<file path="config.mk">
export PLATFORM = sky130hd
export DESIGN_NAME = if_stage_prefetch_flat
export DESIGN_NICKNAME = d
export VERILOG_FILES = /design/src/rtl/if_stage_prefetch_if.sv /design/src/rtl/if_stage_prefetch.sv /design/src/flat_wrapper.sv
export SDC_FILE = /design/constraint.sdc
export NUM_CORES = 1
export LEC_CHECK = 0
export BUFFER_PORTS_ARGS = -buffer_cell sky130_fd_sc_hd__buf_4
export CAP_MARGIN = 20
export CORE_MARGIN = 1
export CORE_UTILIZATION = 46
export DETAILED_ROUTE_END_ITERATION = 8
export GPL_ROUTABILITY_DRIVEN = 0
export PLACE_DENSITY = 0.75
export SLEW_MARGIN = 30
export SYNTH_ARGS = -nofsm -noshare
export SYNTH_HDL_FRONTEND = slang
export SYNTH_SLANG_ARGS = --single-unit
</file>
<file path="constraint.sdc">
create_clock -name clk -period 5.2 [get_ports clk]
set_input_delay 1.3 -clock clk [delete_from_list [all_inputs] [get_ports clk]]
set_output_delay 1.3 -clock clk [all_outputs]
set_load 0.03 [all_outputs]
</file>
<file path="src/rtl/if_stage_prefetch_if.sv">
// Interface bundling the fetch stage's bus-side signals.
//   freeze                : ID stall
//   br_taken/br_pc/br_offset : redirect request and operands
//   imem_req/imem_addr    : fetch request to instruction memory
//   imem_gnt              : request accepted this cycle
//   imem_rvalid/imem_rdata: in-order fetch response
//   id_valid/id_instr/id_pc : head of the prefetch buffer towards ID
// Modports: master = fetch stage, slave = surrounding memory/ID environment.
interface if_stage_prefetch_if #(
  parameter int WORD_LEN = 32
);
  logic                freeze;
  logic                br_taken;
  logic [WORD_LEN-1:0] br_pc;
  logic [WORD_LEN-1:0] br_offset;
  logic                imem_req;
  logic [WORD_LEN-1:0] imem_addr;
  logic                imem_gnt;
  logic                imem_rvalid;
  logic [WORD_LEN-1:0] imem_rdata;
  logic                id_valid;
  logic [WORD_LEN-1:0] id_instr;
  logic [WORD_LEN-1:0] id_pc;

  modport master (
    input  freeze, br_taken, br_pc, br_offset, imem_gnt, imem_rvalid, imem_rdata,
    output imem_req, imem_addr, id_valid, id_instr, id_pc
  );

  modport slave (
    output freeze, br_taken, br_pc, br_offset, imem_gnt, imem_rvalid, imem_rdata,
    input  imem_req, imem_addr, id_valid, id_instr, id_pc
  );
endinterface

</file>
<file path="src/rtl/if_stage_prefetch.sv">
// Instruction-fetch stage with sequential prefetch into an in-order FIFO.
// Issues fetches ahead of decode, buffers up to DEPTH {pc, instr} entries and
// presents the head to ID. Redirects flush the buffer and drop in-flight
// responses.
// Ports:
//   clk  : clock, all state on rising edge
//   rst  : synchronous active-high reset
//   bus  : if_stage_prefetch_if.master (imem request/response, branch, ID)
// Optional (macro IF_PERF_CNT_EN):
//   perf_stall_cycles : cycles with no valid head while not flushing (saturating)
//   perf_redirects    : count of redirects (saturating)
module if_stage_prefetch #(
  parameter int                  WORD_LEN = 32,
  parameter int                  DEPTH    = 4,
  parameter logic [WORD_LEN-1:0] RESET_PC = '0
) (
  input  logic                 clk,
  input  logic                 rst,
  if_stage_prefetch_if.master  bus
`ifdef IF_PERF_CNT_EN
  ,
  output logic [31:0]          perf_stall_cycles,
  output logic [31:0]          perf_redirects
`endif
);

  localparam int AW = $clog2(DEPTH);
  localparam int CW = AW + 1;

  localparam logic [0:0] ST_FETCH = 1'b0;
  localparam logic [0:0] ST_FLUSH = 1'b1;

  logic [0:0]          r_state;
  logic [WORD_LEN-1:0] r_fetch_pc;
  logic [WORD_LEN-1:0] r_resp_pc;
  logic [CW-1:0]       r_out_cnt;
  logic [CW-1:0]       r_drop;
  logic [CW-1:0]       r_count;
  logic [AW-1:0]       r_wptr;
  logic [AW-1:0]       r_rptr;
  logic [WORD_LEN-1:0] r_pc_mem  [DEPTH];
  logic [WORD_LEN-1:0] r_ins_mem [DEPTH];

  logic [WORD_LEN-1:0] w_target;
  logic                w_room;
  logic                w_req;
  logic                w_grant;
  logic                w_accept;
  logic                w_pop;
  logic [CW-1:0]       w_drop_base;
  logic [CW-1:0]       w_drop_next;
  logic                w_valid;

  assign w_target = bus.br_pc + WORD_LEN'(4) + (bus.br_offset << 2);

  // Buffered plus outstanding fetches never exceed DEPTH, so the FIFO cannot overflow.
  assign w_room   = ({1'b0, r_count} + {1'b0, r_out_cnt}) < (CW + 1)'(DEPTH);
  assign w_req    = !rst && (r_state == ST_FETCH) && w_room;
  assign w_grant  = w_req && bus.imem_gnt;
  assign w_accept = (r_state == ST_FETCH) && bus.imem_rvalid && !bus.br_taken;
  assign w_valid  = (r_count != '0);
  assign w_pop    = w_valid && !bus.freeze && !bus.br_taken;

  // One expression serves both the redirect and the flush countdown: in FLUSH
  // no request is issued, so the grant term is zero there.
  assign w_drop_base = (r_state == ST_FLUSH) ? r_drop : r_out_cnt;
  assign w_drop_next = w_drop_base + CW'(w_grant) - CW'(bus.imem_rvalid);

  always_ff @(posedge clk) begin
    if (rst) begin
      r_state    <= ST_FETCH;
      r_fetch_pc <= RESET_PC;
      r_resp_pc  <= RESET_PC;
      r_out_cnt  <= '0;
      r_drop     <= '0;
      r_count    <= '0;
      r_wptr     <= '0;
      r_rptr     <= '0;
    end else if (bus.br_taken) begin
      r_fetch_pc <= w_target;
      r_resp_pc  <= w_target;
      r_out_cnt  <= '0;
      r_drop     <= w_drop_next;
      r_state    <= (w_drop_next == '0) ? ST_FETCH : ST_FLUSH;
      r_count    <= '0;
      r_wptr     <= '0;
      r_rptr     <= '0;
    end else begin
      if (w_grant) r_fetch_pc <= r_fetch_pc + WORD_LEN'(4);
      if (r_state == ST_FLUSH) begin
        r_drop <= w_drop_next;
        if (w_drop_next == '0) r_state <= ST_FETCH;
      end else begin
        r_out_cnt <= r_out_cnt + CW'(w_grant) - CW'(w_accept);
      end
      if (w_accept) begin
        r_wptr    <= r_wptr + AW'(1);
        r_resp_pc <= r_resp_pc + WORD_LEN'(4);
      end
      if (w_pop) r_rptr <= r_rptr + AW'(1);
      r_count <= r_count + CW'(w_accept) - CW'(w_pop);
    end
  end

  // Storage needs no reset: the head is masked whenever the buffer is empty.
  always_ff @(posedge clk) begin
    if (w_accept) begin
      r_pc_mem[r_wptr]  <= r_resp_pc;
      r_ins_mem[r_wptr] <= bus.imem_rdata;
    end
  end

  assign bus.imem_req  = w_req;
  assign bus.imem_addr = r_fetch_pc;
  assign bus.id_valid  = w_valid;
  assign bus.id_instr  = w_valid ? r_ins_mem[r_rptr] : '0;
  assign bus.id_pc     = w_valid ? r_pc_mem[r_rptr]  : '0;

`ifdef IF_PERF_CNT_EN
  logic [31:0] r_perf_stall;
  logic [31:0] r_perf_redir;

  always_ff @(posedge clk) begin
    if (rst) begin
      r_perf_stall <= '0;
      r_perf_redir <= '0;
    end else begin
      if (!w_valid && (r_state != ST_FLUSH) && (r_perf_stall != '1))
        r_perf_stall <= r_perf_stall + 32'd1;
      if (bus.br_taken && (r_perf_redir != '1))
        r_perf_redir <= r_perf_redir + 32'd1;
    end
  end

  assign perf_stall_cycles = r_perf_stall;
  assign perf_redirects    = r_perf_redir;
`endif

endmodule
</file>
<file path="src/flat_wrapper.sv">
// flat-port wrapper written by rule: the top's interface ports become plain ports
module if_stage_prefetch_flat 
#(
  parameter int                  WORD_LEN = 32,
  parameter int                  DEPTH    = 4,
  parameter logic [WORD_LEN-1:0] RESET_PC = '0
)
  (clk, rst, bus_freeze, bus_br_taken, bus_br_pc, bus_br_offset, bus_imem_gnt, bus_imem_rvalid, bus_imem_rdata, bus_imem_req, bus_imem_addr, bus_id_valid, bus_id_instr, bus_id_pc);
  if_stage_prefetch_if #(.WORD_LEN(WORD_LEN)) bus_i ();
  input  logic clk;
  input  logic rst;
  input wire logic [$bits(bus_i.freeze)-1:0] bus_freeze;
  input wire logic [$bits(bus_i.br_taken)-1:0] bus_br_taken;
  input wire logic [$bits(bus_i.br_pc)-1:0] bus_br_pc;
  input wire logic [$bits(bus_i.br_offset)-1:0] bus_br_offset;
  input wire logic [$bits(bus_i.imem_gnt)-1:0] bus_imem_gnt;
  input wire logic [$bits(bus_i.imem_rvalid)-1:0] bus_imem_rvalid;
  input wire logic [$bits(bus_i.imem_rdata)-1:0] bus_imem_rdata;
  output wire logic [$bits(bus_i.imem_req)-1:0] bus_imem_req;
  output wire logic [$bits(bus_i.imem_addr)-1:0] bus_imem_addr;
  output wire logic [$bits(bus_i.id_valid)-1:0] bus_id_valid;
  output wire logic [$bits(bus_i.id_instr)-1:0] bus_id_instr;
  output wire logic [$bits(bus_i.id_pc)-1:0] bus_id_pc;
  assign bus_i.freeze = bus_freeze;
  assign bus_i.br_taken = bus_br_taken;
  assign bus_i.br_pc = bus_br_pc;
  assign bus_i.br_offset = bus_br_offset;
  assign bus_i.imem_gnt = bus_imem_gnt;
  assign bus_i.imem_rvalid = bus_imem_rvalid;
  assign bus_i.imem_rdata = bus_imem_rdata;
  assign bus_imem_req = bus_i.imem_req;
  assign bus_imem_addr = bus_i.imem_addr;
  assign bus_id_valid = bus_i.id_valid;
  assign bus_id_instr = bus_i.id_instr;
  assign bus_id_pc = bus_i.id_pc;
  if_stage_prefetch #(.WORD_LEN(WORD_LEN), .DEPTH(DEPTH), .RESET_PC(RESET_PC)) u_core (.clk(clk), .rst(rst), .bus(bus_i));
endmodule
</file>
---- Yosys cells after proc, flatten, opt, wreduce, memory -nomap -nowiden ----
Memory sizes are Yosys's and may differ from the RTL's. A register that Yosys moved wholly into a read port is not among the register bits.
Cells that the tools add are included.
word-level totals
  flip-flop bits (word level) ............. 78
  RAM bits ................................ 256
  output and inout port bits .............. 98
  word-level logic and storage cells ...... 59
  memories ................................ 2
cells by class
  $add $sub $neg .......................... 13
  order comparisons ....................... 1
  mux-type cells .......................... 18
  bitwise operators ....................... 1
  reductions and logical operators ........ 16
memories
  name              depth  bits a word  read ports  clocked after memory_dff  write ports  line                     RTL
  u_core.r_ins_mem  4      32           1           1                         1            if_stage_prefetch.sv:42  logic [WORD_LEN-1:0] r_ins_mem [DEPTH];
  u_core.r_pc_mem   4      32           1           1                         1            if_stage_prefetch.sv:41  logic [WORD_LEN-1:0] r_pc_mem [DEPTH];
operator list
  cell                                                         count
  two-way mux 32 bit                                           6
  adder 32 x 3 -> 32 bit (second input constant)               3
  adder 32 bit                                                 1
  adder 3 x 1 -> 3 bit                                         3
  two-way mux 3 bit                                            3
  subtractor 3 x 1 -> 3 bit                                    3
  two-way mux 2 bit                                            4
  logical AND 1 bit                                            7
  nonzero test 2 bit                                           3
  two-way mux 1 bit                                            5
  adder 2 x 1 -> 2 bit (second input constant)                 2
  adder 3 x 3 -> 4 bit                                         1
  less-than comparator 4 x 3 -> 1 bit (second input constant)  1
  zero test 1 bit                                              3
  zero test 3 bit                                              1
  nonzero test 3 bit                                           1
  OR reduction 2 bit                                           1
  inverter 1 bit                                               1

---- Logic depth before layout (Yosys ltp) ----
Gate-level depths: netlist of run 1.
  depth after elaboration ................. 10
  gate-level depth with buffers ........... 14

---- Least setup slack after synthesis of run 1 ----
OpenSTA, ideal clock, no wires.
  path kind ............................... input-to-reg
  start point ............................. input port bus_br_taken
  end point ............................... memory u_core.r_ins_mem[3][0], enable pin
  library setup time ...................... 429 ps
  arrival time ............................ 3767 ps
  required time ........................... 4771 ps
  setup slack ............................. 1004 ps
  stages on the path ...................... 5
  path buffers ............................ 3
  path through ............................ bufbuf_16 -> inv_1 -> clkbuf_1 -> clkbuf_1 -> and3_1
on the way
  cells in the longest elaborated chain, start to end .. 4
ends and longest elaborated chain
  item                                     line                      RTL
  start: declaration                       flat_wrapper.sv:13        input wire logic [$bits(bus_i.br_taken)-1:0] bus_br_taken;
  zero test 1 bit                          if_stage_prefetch.sv:60   assign w_accept = (r_state == ST_FETCH) && bus.imem_rvalid && !bus.br_taken;
  logical AND 1 bit                        if_stage_prefetch.sv:60
  two-way mux 1 bit                        if_stage_prefetch.sv:107  if (w_accept) begin
  two-way mux 1 bit (implied by the code)  if_stage_prefetch.sv:109  r_ins_mem[r_wptr] <= bus.imem_rdata;
  end: declaration                         if_stage_prefetch.sv:42
No other way between the ends.

==> run_results.csv, run 1 <==
group,metric,value,unit
route,drtAntennaViolNets,0,
floorplanning,fp.dieArea,35300,um^2
logic_synthesis,synth_fa_ha_area_share,6.09,%
cts,clkTransAtPathRegs,0.06,ns
timing,setup_viol,0,
layout,fillers,2714,
logic_synthesis,async_reset_ff_share,0,%
timing,tightest_slew,0.702,ns
route,viasPerCell,5.53,
logic_synthesis,syn-num-nets,1357,
route,vias,10172,
timing,fin_setup_tns,0,ns
worst_setup_path,critPathRequiredTime,3.90,ns
global_routing,grt_pass1_wl,53500,um
logic_synthesis,synth-seq-area-share,58.4,%
timing,whs,0.453,ns
logic_synthesis,synth_top_family_by_area,"simple AND/OR/NAND/NOR gates",
cts,post-cts-setup-buffer-count,0,
layout,fin_nets,1546,
route,drt_iter0_markers,825,
global_routing,grt_max_degree,67,
logic_synthesis,synth_top_cell_by_area,"edfxtp_1",
logic_synthesis,synth_edf_count,256,
timing,fmax,259,MHz
cts,clock-sinks,336,
route,drt-pass1-iter-count,5,
logic_synthesis,synth_compound_area_share,7.66,%
timing,slew_violations,0,
logic_synthesis,synth_xor_area_share,3.58,%
route,routed_wl,33400,um
timing,period_share,74.4,%
global_routing,antenna_found_initial,0,
logic_synthesis,yosys_warnings,0,
worst_setup_path,worstSetupStartpointType,"register",
layout,finish.utilization,56.1,%
logic_synthesis,synth_seq_cells,336,
floorplanning,dieHeight,188,um
logic_synthesis,synth_area,15900,um^2
logic_synthesis,synth.area.top_cells,"edfxtp_1 (48%), dfxtp_1 (10%), mux4_2 (9.1%)",
logic_synthesis,ys_types,74,
logic_synthesis,yosys.area_share.simple,12.2,%
worst_setup_path,critical_path.max_fanout,33,
logic_synthesis,yosysTopAreaCellShare,48.4,%
worst_setup_path,end_kind,"output port",
global_routing,grt_pass1_vias,10086,
cts,cts_tree,"done",
floorplanning,initial_core_util,47.1,%
status,status,"completed",
layout,n_antenna_cell,0,
logic_synthesis,avgSynthCellArea,13.5,um^2
logic_synthesis,synth_mux_area_share,9.81,%
power_and_ir_drop,p_leak,0.00700,uW
worst_setup_path,worstPathArrival,2.57,ns
worst_hold_path,hold_class,"reg -> reg",
cts,hold_buffers,0,
floorplanning,die_x,188,um
logic_synthesis,synth_common_cells,"edfxtp_1 (256), dfxtp_1 (80), nand2_1 (78), nor2_1 (72), ha_1 (71)",
layout,drive_gt1_share,25.8,%
floorplanning,ios,200,
job,maxCapViolCount,0,
layout,area_growth,19.2,%
logic_synthesis,yosysMostFrequentCell,"edfxtp_1",
cts,numCtsBuffers,34,
layout,multiInputGateArea,6270,um^2
worst_setup_path,r2r_setup_slack,2.31,ns
logic_synthesis,synthCells,1180,
placement,dpl.hpwl,22400,um
power_and_ir_drop,ir_drop,188,uV
floorplanning,core_area,33800,um^2
global_routing,grtUsageTotal,19.0,%
timing,fin_crit,3.87,ns
logic_synthesis,synth_ff_type,"edfxtp_1",
worst_setup_path,worstSetupPathType,"reg -> out",
route,routedWlPerCell,18.1,um
route,drc,0,
timing,rsz0062_at_grt,"false",
layout,seqCellArea,9300,um^2
cts,clk_latency,0.50,ns
placement,portBuffers,197,
cts,cts_resized,0,
power_and_ir_drop,powerDensity,334,nW/um^2
cts,cts-root-buf,"clkbuf_16",
timing,slew_headroom,53.2,%
cts,clock_path_buffers,3,
timing,skew,0.0195,ns
cts,htree_levels,2,
timing,hold_viol,0,
global_routing,grt_overflow,0,
floorplanning,row_count,67,
==> final cells by class <==
| cell class | instances | share of cell area, % |
|---|---|---|
| clock buffer | 41 | 4.85 |
| clock inverter | 19 | 0.773 |
| timing repair buffer | 209 | 8.74 |
| sequential | 336 | 49.1 |
| tap | 448 | 2.96 |
| multi-input combinational | 763 | 33.1 |
| inverter | 25 | 0.495 |
==> critical path, cell delays in order, from the launching register on <==
cell and delay [ns]:
dfxtp_4 0.78, buf_12 0.36, mux4_2 0.55, and2_1 0.17
buf_4 0.16
==> final timing paths <==
| check | cells after the start | startpoint | endpoint |
|---|---|---|---|
| hold / removal | 2 | u_core.r_drop[0] | u_core.r_drop[0] |
| hold reg to reg | 2 | u_core.r_drop[0] | u_core.r_drop[0] |
| setup reg to reg | 11 | u_core.r_count[1] | u_core.r_count[2] |
| setup / recovery | 4 | register | bus_id_instr[6] |
==> through the flow <==
step	power, uW	std cells	area, um^2	worst slack [ns]
global route	6590	1841	18900	1.13
global placement	4030	1775	17800	1.22
CTS	6380	1840	18900	1.23
detailed placement	4060	1780	17900	1.19
floorplan	3740	1180	15900	1.00
finish	6330	1841	18900	1.33
==> sequential cells by signal, summed over array words and instances (netlist names), named ones only <==
| name | flops |
|---|---|
| u_core.r_ins_mem | 128 |
| u_core.r_pc_mem | 128 |
| u_core.bus.imem_addr | 32 |
| u_core.r_resp_pc | 32 |
| u_core.r_count | 3 |
| u_core.r_drop | 3 |
| u_core.r_out_cnt | 3 |
| u_core.r_rptr | 2 |
| u_core.r_wptr | 2 |
| u_core.r_state | 1 |
==> cell families after synthesis <==
kind of cell    count (synthesis)
xor+xnor                       65
buf+inv                        81
mux                            75
compound gates                187
simple gates                  361
flops                         336
fa+ha+maj                      75
==> report_power, final <==
part / switching, uW / internal, uW / total (uW)
Sequential: 115 / 3010 / 3130
Combinational: 512 / 371 / 884
Clock: 962 / 1360 / 2320
Total: 1590 / 4740 / 6330
==> routing by layer <==
layer | wire length (um) | vias to the layer above | share of wire, % | global-route usage [%]
li1 | - | 4857 | - | -
met1 | 14600 | 4948 | 44 | 25.3
met2 | 15800 | 326 | 47 | 31.4
met3 | 2480 | 41 | 7.4 | 4.70
met4 | 537 | 0 | 1.6 | 4.53
met5 | 0 | - | 0 | 0
==> placed cells by master (no fill, tap or decap), types with 11 or more instances in the layout <==
cell | Yosys | final
o21ai_0 | 32 | 32
nand3_1 | 37 | 37
nor3_1 | 15 | 15
and2_1 | 70 | 70
mux4_2 | 64 | 64
inv_1 | 24 | 24
nand2_1 | 78 | 78
buf_4 | 1 | 202
clkbuf_16 | 0 | 35
edfxtp_1 | 256 | 256
xor2_1 | 34 | 34
dfxtp_1 | 80 | 78
ha_1 | 71 | 71
xnor2_1 | 31 | 31
and3_1 | 20 | 16
a21oi_1 | 61 | 61
a211oi_1 | 32 | 32
clkinv_2 | 0 | 11
nand4_1 | 19 | 19
nor2_1 | 72 | 72
(Power assumes the default switching activity.)
==> inputs of run 2 (changes only) <==
--- a/config.mk
+++ b/config.mk
@@ -11,7 +11,7 @@
 export CORE_UTILIZATION = 46
 export DETAILED_ROUTE_END_ITERATION = 8
 export GPL_ROUTABILITY_DRIVEN = 0
-export PLACE_DENSITY = 0.75
+export PLACE_DENSITY = 0.77
 export SLEW_MARGIN = 30
 export SYNTH_ARGS = -nofsm -noshare
 export SYNTH_HDL_FRONTEND = slang
==> constraint.sdc (replaced) <==
create_clock -name clk -period 3.4 [get_ports clk]
set_input_delay 0.85 -clock clk [delete_from_list [all_inputs] [get_ports clk]]
set_output_delay 0.85 -clock clk [all_outputs]
set_load 0.03 [all_outputs]
==> run 2 against run 1 <==
  * Non-clock buffer count increased by 14
  * Combinational power increased by 56%
  * First-iteration DRC count decreased by 4.1%
  * Clock power increased by 57%
  * Sequential share of layout area decreased by 0.41 points
  * Flip-flop and latch count unchanged
  * Critical endpoint is now bus_id_pc[5]
  * Largest cell class unchanged
==> run_results.csv, run 2 (synthesis results as in run 1) <==
group,metric,value,unit
cts,cts_resized,0,
route,drt-pass1-iter-count,5,
timing,fmax,332,MHz
timing,rsz0062_at_grt,"false",
worst_hold_path,min_delay_path_depth,2,
layout,reg_top3,"u_core.r_ins_mem x128, u_core.r_pc_mem x128",
worst_setup_path,worstPathArrival,2.17,ns
timing,whs,0.454,ns
cts,post-cts-setup-buffer-count,0,
cts,clock_path_buffers,3,
global_routing,busiest_layer,"met2",
timing,skew,0.0150,ns
layout,final_common_cell,"edfxtp_1",
cts,clkTransAtPathRegs,0.06,ns
route,drt_iter0_markers,791,
worst_hold_path,hold_class,"reg -> reg",
floorplanning,dieHeight,188,um
timing,slew_headroom,56.3,%
layout,final_area,19100,um^2
cts,cts-root-buf,"clkbuf_16",
cts,cts_tree,"done",
worst_setup_path,cp_slowest_cell,"mux4_2",
floorplanning,die_x,188,um
floorplanning,ios,200,
global_routing,grt_util_met3,4.02,%
power_and_ir_drop,powerDensity,513,nW/um^2
timing,period_share,88.7,%
worst_setup_path,rr_worst_depth,14,
global_routing,use_met1,26.8,%
layout,n_antenna_cell,0,
layout,stdcell_count,1854,
route,vias,10273,
route,drc,0,
placement,dp.cells,1795,
cts,clock-sinks,336,
floorplanning,core_area,33800,um^2
worst_setup_path,worstSetupStartpointType,"register",
worst_setup_path,critPathRequiredTime,2.55,ns
layout,fin_nets,1560,
cts,htree_levels,2,
placement,placed_area,18000,um^2
global_routing,use_met2,31.9,%
job,maxCapViolCount,0,
cts,hold_buffers,0,
global_routing,grt_max_degree,66,
worst_setup_path,worstSetupPathType,"reg -> out",
layout,drive_gt1_share,26.2,%
floorplanning,fp.dieArea,35300,um^2
timing,tightest_slew,0.656,ns
status,status,"completed",
worst_setup_path,max_stage_delay,0.57,ns
floorplanning,initial_core_util,47.1,%
layout,finish.utilization,56.6,%
placement,portBuffers,197,
cts,clk_latency,0.50,ns
timing,hold_viol,0,
cts,numCtsBuffers,34,
global_routing,grt_pass1_vias,10238,
route,viasPerCell,5.54,
layout,area_growth,20.2,%
layout,fillers,2687,
route,drtAntennaViolNets,0,
timing,fin_setup_tns,0,ns
worst_setup_path,r2r_setup_slack,0.65,ns
power_and_ir_drop,p_leak,0.00707,uW
placement,dpl.hpwl,23400,um
route,routedWlPerCell,18.7,um
worst_setup_path,critical_path.max_fanout,18,
worst_setup_path,end_kind,"output port",
global_routing,grt_overflow,0,
layout,final_cell_mix,"edfxtp_1 (256), buf_4 (213), nand2_1 (78), dfxtp_1 (78), nor2_1 (72)",
timing,fin_crit,3.02,ns
floorplanning,row_count,67,
route,routed_wl,34700,um
worst_setup_path,crit_chain,"buf_4, mux4_2, and2_1, buf_4",
worst_setup_path,timing.critical_path.mode_cell,"buf_4",
global_routing,grt_pass1_wl,54900,um
timing,slew_violations,0,
global_routing,grtUsageTotal,19.7,%
power_and_ir_drop,ir_drop,277,uV
timing,setup_viol,0,
global_routing,antenna_found_initial,0,
[run 2: cell types whose count changed in the layout (fill, tap and decap cells not counted), sizes merged]
cell      change
bufinv        +1
clkbuf        +1
clkinv        -5
clkinvlp      +2
buf          +14
[run 2: critical path, delay by kind of cell, from the launching register on]
| family | cells | cell delay, ns |
|---|---|---|
| multiplexers | 1 | 0.57 |
| buffers and inverters | 2 | 0.52 |
| flip-flops | 1 | 0.38 |
| AND/OR/NAND/NOR | 1 | 0.19 |
[run 2: final timing paths]
path	to	from
max	bus_id_pc[5]	register
max reg2reg	u_core.r_drop[2]	u_core.r_count[2]
min reg2reg	u_core.bus.imem_addr[0]	u_core.bus.imem_addr[0]
min	u_core.bus.imem_addr[0]	u_core.bus.imem_addr[0]
[run 2: power by group]
part           internal, uW  switching [uW]  total, uW
Clock                  2150            1480       3640
Combinational           586             793       1380
Sequential             4600             179       4780
[run 2: area by class of cell]
class	instances	area [um^2]	share of cell area, %
well taps	448	561	2.93
repair buffers	223	1800	9.42
clock buffers	42	923	4.83
clock inverters	17	158	0.825
multi-input cells	763	6270	32.8
flip-flops and latches	336	9300	48.7
inverters	25	93.8	0.491
[run 2: layer usage]
layer  share of wire [%]  vias up  wire [um]
met3                 6.6       57       2290
met1                  45     4987      15400
met4                 2.4        0        816
met2                  47      350      16100
li1                    -     4879          -
met5                   0        -          0
[run 2: through the flow]
step	setup WS (ns)	power [uW]
after floorplan	0.0733	5720
after global placement	-0.0468	6200
after detailed placement	-0.0960	6240
after CTS	0.317	9860
after global routing	0.250	10200
final	0.384	9800
